`src/rtl/pipe_pkg.sv`:
```
// Shared pipeline-stage types: default word width, the NOP encoding and the fetch packet.
// Later stage queues (ID/EX etc.) reuse the same packet style.
package pipe_pkg;

  localparam int XLEN_DEFAULT = 32;
  localparam logic [XLEN_DEFAULT-1:0] NOP_DEFAULT = 32'h0000_0000;

  typedef struct packed {
    logic [XLEN_DEFAULT-1:0] pc;
    logic [XLEN_DEFAULT-1:0] instr;
  } fetch_pkt_t;

  // Index width for an n-entry array; a single entry still needs a 1-bit pointer.
  function automatic int idx_width(input int n);
    return (n > 1) ? $clog2(n) : 1;
  endfunction

endpackage

```
`src/rtl/if_id_queue_if.sv`:
```
// IF->ID handshake bundle: fetch-side push, decode-side pop, plus occupancy.
// master = fetch/decode stages driving the queue, slave = the queue itself.
interface if_id_queue_if #(
  parameter int XLEN  = 32,
  parameter int DEPTH = 2
);
  localparam int CNT_W = $clog2(DEPTH + 1);

  logic             if_valid;
  logic             if_ready;
  logic [XLEN-1:0]  if_pc_in;
  logic [XLEN-1:0]  if_instr_in;
  logic             id_valid;
  logic             id_ready;
  logic [XLEN-1:0]  id_pc_out;
  logic [XLEN-1:0]  id_instr_out;
  logic [CNT_W-1:0] id_count;

  modport master (
    output if_valid, if_pc_in, if_instr_in, id_ready,
    input  if_ready, id_valid, id_pc_out, id_instr_out, id_count
  );

  modport slave (
    input  if_valid, if_pc_in, if_instr_in, id_ready,
    output if_ready, id_valid, id_pc_out, id_instr_out, id_count
  );

endinterface

```
`src/rtl/if_id_queue.sv`:
```
// Circular DEPTH-entry IF/ID buffer; enqueue visible at ID one edge later, no bypass.
// if_ready = !full from registered count only, so a full queue refuses even when decode pops.
module if_id_queue
  import pipe_pkg::*;
#(
  parameter int              XLEN      = XLEN_DEFAULT,
  parameter int              DEPTH     = 2,
  parameter logic [XLEN-1:0] NOP_INSTR = XLEN'(NOP_DEFAULT)
) (
  input  logic         clk,
  input  logic         reset,
  input  logic         flush,
  if_id_queue_if.slave q
);

  localparam int PTR_W = idx_width(DEPTH);
  localparam int CNT_W = $clog2(DEPTH + 1);

  localparam logic [PTR_W-1:0] LAST_IDX = PTR_W'(DEPTH - 1);
  localparam logic [CNT_W-1:0] FULL_CNT = CNT_W'(DEPTH);

  typedef struct packed {
    logic [XLEN-1:0] pc;
    logic [XLEN-1:0] instr;
  } slot_t;

  slot_t            mem [DEPTH];
  logic [PTR_W-1:0] rd_ptr;
  logic [PTR_W-1:0] wr_ptr;
  logic [CNT_W-1:0] count;

  logic full;
  logic empty;
  logic enq;
  logic deq;

  assign full  = (count == FULL_CNT);
  assign empty = (count == '0);

  // flush squashes both sides in the same cycle; the handshakes themselves never see it.
  assign enq = q.if_valid & ~full  & ~flush;
  assign deq = q.id_ready & ~empty & ~flush;

  function automatic logic [PTR_W-1:0] bump(input logic [PTR_W-1:0] p);
    return (p == LAST_IDX) ? '0 : p + PTR_W'(1);
  endfunction

  always_ff @(posedge clk) begin
    if (reset || flush) begin
      rd_ptr <= '0;
      wr_ptr <= '0;
      count  <= '0;
    end else begin
      if (enq) wr_ptr <= bump(wr_ptr);
      if (deq) rd_ptr <= bump(rd_ptr);
      case ({enq, deq})
        2'b10:   count <= count + CNT_W'(1);
        2'b01:   count <= count - CNT_W'(1);
        default: count <= count;
      endcase
    end
  end

  // Storage needs no reset: count gates every read of it.
  always_ff @(posedge clk) begin
    if (enq) begin
      mem[wr_ptr].pc    <= q.if_pc_in;
      mem[wr_ptr].instr <= q.if_instr_in;
    end
  end

  assign q.if_ready     = ~full;
  assign q.id_valid     = ~empty;
  assign q.id_count     = count;
  assign q.id_pc_out    = empty ? '0        : mem[rd_ptr].pc;
  assign q.id_instr_out = empty ? NOP_INSTR : mem[rd_ptr].instr;

endmodule
```
`src/flat_wrapper.sv`:
```
// flat-port wrapper written by rule: the top's interface ports become plain ports
module if_id_queue_flat import pipe_pkg::*;
#(
  parameter int              XLEN      = XLEN_DEFAULT,
  parameter int              DEPTH     = 2,
  parameter logic [XLEN-1:0] NOP_INSTR = XLEN'(NOP_DEFAULT)
)
  (clk, reset, flush, q_if_valid, q_if_pc_in, q_if_instr_in, q_id_ready, q_if_ready, q_id_valid, q_id_pc_out, q_id_instr_out, q_id_count);
  if_id_queue_if #(.XLEN(XLEN), .DEPTH(DEPTH)) q_i ();
  input  logic clk;
  input  logic reset;
  input  logic flush;
  input wire logic [$bits(q_i.if_valid)-1:0] q_if_valid;
  input wire logic [$bits(q_i.if_pc_in)-1:0] q_if_pc_in;
  input wire logic [$bits(q_i.if_instr_in)-1:0] q_if_instr_in;
  input wire logic [$bits(q_i.id_ready)-1:0] q_id_ready;
  output wire logic [$bits(q_i.if_ready)-1:0] q_if_ready;
  output wire logic [$bits(q_i.id_valid)-1:0] q_id_valid;
  output wire logic [$bits(q_i.id_pc_out)-1:0] q_id_pc_out;
  output wire logic [$bits(q_i.id_instr_out)-1:0] q_id_instr_out;
  output wire logic [$bits(q_i.id_count)-1:0] q_id_count;
  assign q_i.if_valid = q_if_valid;
  assign q_i.if_pc_in = q_if_pc_in;
  assign q_i.if_instr_in = q_if_instr_in;
  assign q_i.id_ready = q_id_ready;
  assign q_if_ready = q_i.if_ready;
  assign q_id_valid = q_i.id_valid;
  assign q_id_pc_out = q_i.id_pc_out;
  assign q_id_instr_out = q_i.id_instr_out;
  assign q_id_count = q_i.id_count;
  if_id_queue #(.XLEN(XLEN), .DEPTH(DEPTH), .NOP_INSTR(NOP_INSTR)) u_core (.clk(clk), .reset(reset), .flush(flush), .q(q_i));
endmodule
```
`config.mk`:
```
export PLATFORM = sky130hd
export DESIGN_NAME = if_id_queue_flat
export DESIGN_NICKNAME = d
export VERILOG_FILES = /design/src/rtl/pipe_pkg.sv /design/src/rtl/if_id_queue_if.sv /design/src/rtl/if_id_queue.sv /design/src/flat_wrapper.sv
export SDC_FILE = /design/constraint.sdc
export NUM_CORES = 1
export LEC_CHECK = 0
export CAP_MARGIN = 20
export CORE_ASPECT_RATIO = 1.2
export CORE_MARGIN = 2
export CORE_UTILIZATION = 35
export DETAILED_ROUTE_END_ITERATION = 7
export PLACE_DENSITY = 0.64
export SYNTH_ARGS = -nofsm -noshare
export SYNTH_HDL_FRONTEND = slang
export SYNTH_SLANG_ARGS = --single-unit
```
`constraint.sdc`:
```
create_clock -name clk -period 4.75 [get_ports clk]
set_input_delay 0.475 -clock clk [delete_from_list [all_inputs] [get_ports clk]]
set_output_delay 0.475 -clock clk [all_outputs]
set_load 0.02 [all_outputs]
```
==> impl_results.md <==
- Startpoint of the worst register-to-register path: u_core.q.id_count[0]
- Iter 0 DRT Violations: 124
- P&R area growth vs syn: 42.1%
- Syn Area/Cell: 16.9 um^2
- CP Capture Type: output port
- Row Count: 48
- Max Fanout on Critical Path: 39
- DP Cell Count: 598
- Drt drc: 0
- Synth Area in XOR/XNOR: 0.521%
- Final cycle utilization of the critical path: 62.6%
- Peak VDD IR: 196 uV
- Final min period: 2.97 ns
- Clk_lat worst skew: 0.40 ns
- Worst hold path class: flip-flop to flip-flop
- Static Leak: 2.27 nW
- Via Count: 2856
- H-tree Lvls: 4
- GP Congestion: 0.685
- PortBufs: ~140
- Final WS setup: 1.78 ns
- Antenna Diode Count: 0
- Compound-Gate Fraction of Synth Area: 0.546%
- Adder-Cell Fraction of Synth Area: less than 1%
- FF+latch count, synth: 133
- Synth Warn #: 0
- Vias in the first global route: around 3100
- Global-route wire length before repair: about 15000 um
- Number of synthesized flops with an enable pin: about 130
- Initial Utilization: 35.4%
- Slew @ Worst Pin: 1.02 ns
- DP Area: 0.00661 mm^2
- Antenna viol nets, final: 0
- Crit. Startpoint: u_core.q.id_count[1]
- Via density: roughly 4.5
- Initial antenna violation count: 0
- RSZ-0062 raised after global routing: false
- Simple-Gate Fraction of Synth Area: 5.91%
- Crit-path max cell delay: 0.56 ns
- CTS sink cnt: 133
- Sequential fraction of the synthesis area: 78.3%
- First-pass detailed-route iteration total: 4
- # IOs: 137
- Layout cells sized above 1: about 7.5%
- Wirelength, routed: 9730 um
- Die X: about 110 um
- Multiplexer area fraction after synthesis: 12.7%
- Routed length per instance: 15.4 um
- Fill cells: 1216
- GRT Util Overall: 13.1%
- CTS Buffer Depth: 2
- Post-place setup slack: 1.98 ns
- Crit start category: flip-flop
- Largest family of logic cells by synthesized area: multiplexers
- Reg2Reg Depth: 4
- R2R Setup Slk: between 2 and 2.5 ns
- Skew final: roughly 0.005 ns
- Cts bufs inserted: 17
- Post-CTS Setup Inserts: 0
- Cell area after layout: 0.00716 mm^2
- Slew margin rel.: between 30% and 40%
- Worst endpoint required time: 4.28 ns
- Worst Path Arrival: between 2 and 3 ns
- Largest net degree at the start of global routing: 65
- Synthesized cell area: around 0.005 mm^2
- Ys async rst share: 0%
- Non-filler instance count after layout: 630
- FMAX: 337 MHz
- Die Area: 0.0154 mm^2
- Final setup viols: 0
- CP Cell Sequence: nor2_4 > buf_4 > nor2_1 > clkdlybuf4s50_1
- Critical-path cell with the highest stage delay: clkdlybuf4s50_1
- Final Slew Violations: 0
- Setup_tns: 0 ns
- Maxcap violations: 0
- Primary FF master, synth: edfxtp_1
- Syn nets: 368
- Outcome: finished, final reports clean
- Critical path type: flip-flop to output port
- Clk root buf: clkbuf_16
- Layout Nets: 513
- Placeable Area: 0.0142 mm^2
- Crit path capture: q_id_instr_out[17]
- CTS tree: built
- Worst hold margin: 0.504 ns
- Total gr overflow: 0
- # hold bufs at CTS: 0
- Synth cell types: 19
- Power per cell area: 372 mW/mm^2
- Die Height: 135 um
- Post-Syn Instances: about 300
- Post-DP HPWL: around 6400 um
- # resized after CTS: 0
- Worst-path clk slew: roughly 0.05 ns
- RR Endpoint: u_core.mem[1][54]
- Count of final hold-check violations: 0
==> registers in the layout (all words and copies together) (netlist names), named ones only <==
signal,count
u_core.mem,128
u_core.q.id_count,2
u_core.rd_ptr,1
u_core.wr_ptr,1
==> power breakdown <==
group	internal [W]	switching, W	total, W
Sequential	0.00132	0.00000988	0.00133
Clock	0.000707	0.000439	0.00115
Combinational	0.0000984	0.0000871	0.000186
Total	0.00213	0.000536	0.00267
==> area by class of cell <==
cell class,instances,area (um^2),share of cell area (%)
Tap cell,175,219,3.06
Timing Repair Buffer,140,1440,20.1
Clock buffer,20,437,6.10
Clock inverter,11,87.6,1.22
Sequential cell,133,3950,55.1
Inverter,2,7.51,0.105
Multi-Input combinational cell,149,1030,14.3
==> critical path, delay by kind of cell, from the launching register on <==
kind	cells	cell delay, ns
buffers and inverters	2	1.05
and+or+nand+nor	2	0.66
DFF	1	0.37
==> Yosys cell counts, types with 2 or more instances <==
master      n  share of area, %
edfxtp_1  128                76
nor2_1     71               5.3
mux2i_1    64                13
buf_2       7              0.70
buf_4       6              0.89
dfxtp_1     5               2.0
a21oi_1     2              0.20
inv_1       2              0.15
o21ai_0     2              0.20
xor2_1      2              0.35
==> how the worst min path moves through the flow <==
stage                  startpoint       endpoint  slack, ns  cells past startpoint
global route        u_core.rd_ptr  u_core.rd_ptr       0.54                      2
CTS                 u_core.rd_ptr  u_core.rd_ptr       0.50                      2
floorplan           u_core.rd_ptr      flip-flop       0.47                      2
detailed placement  u_core.rd_ptr  u_core.rd_ptr       0.49                      2
global placement    u_core.rd_ptr  u_core.rd_ptr       0.49                      2
finish              u_core.rd_ptr  u_core.rd_ptr       0.50                      2
==> layout by cell type (no fill, tap or decap), types with 2 or more instances in the layout <==
cell type / netlist / final
clkbuf_1: 1 / 3
clkinv_2: 0 / 3
edfxtp_1: 128 / 128
buf_12: 0 / 2
clkbuf_16: 0 / 17
xor2_1: 2 / 2
dfxtp_1: 5 / 4
o21ai_0: 2 / 2
clkinvlp_4: 0 / 3
mux2i_1: 64 / 64
a21oi_1: 2 / 2
nor2_4: 0 / 3
nor2_1: 71 / 68
inv_1: 2 / 2
clkinv_1: 0 / 3
clkdlybuf4s50_1: 0 / 136
==> metrics by stage <==
stage	total power, W	util, %
after global placement	0.00154	46.4
after CTS	0.00270	50.1
final	0.00267	50.3
after floorplan	0.00143	-
after global routing	0.00277	50.3
after detailed placement	0.00155	46.4
==> layer usage <==
metal  wire length [um]  share of wire (%)  GRT usage, %  vias up
met5                  0                  0             0        -
met4                116                1.2          4.67        0
met3                487                5.0          4.30        9
met2               5180                 53          23.9       88
met1               3940                 41          14.1     1365
li1                   -                  -             -     1394
==> logic make-up (layout without fill, tap and decap cells) <==
kind of cell,after synthesis,in the layout
multiplexers,64,64
buffers and inverters,16,173
flip-flops,133,133
XOR/XNOR,3,3
AND/OR/NAND/NOR,76,76
AO/OA/AOI/OAI,5,5
adder cells (fa/ha/maj),1,1
No activity file was read; power rests on OpenSTA's default activity.
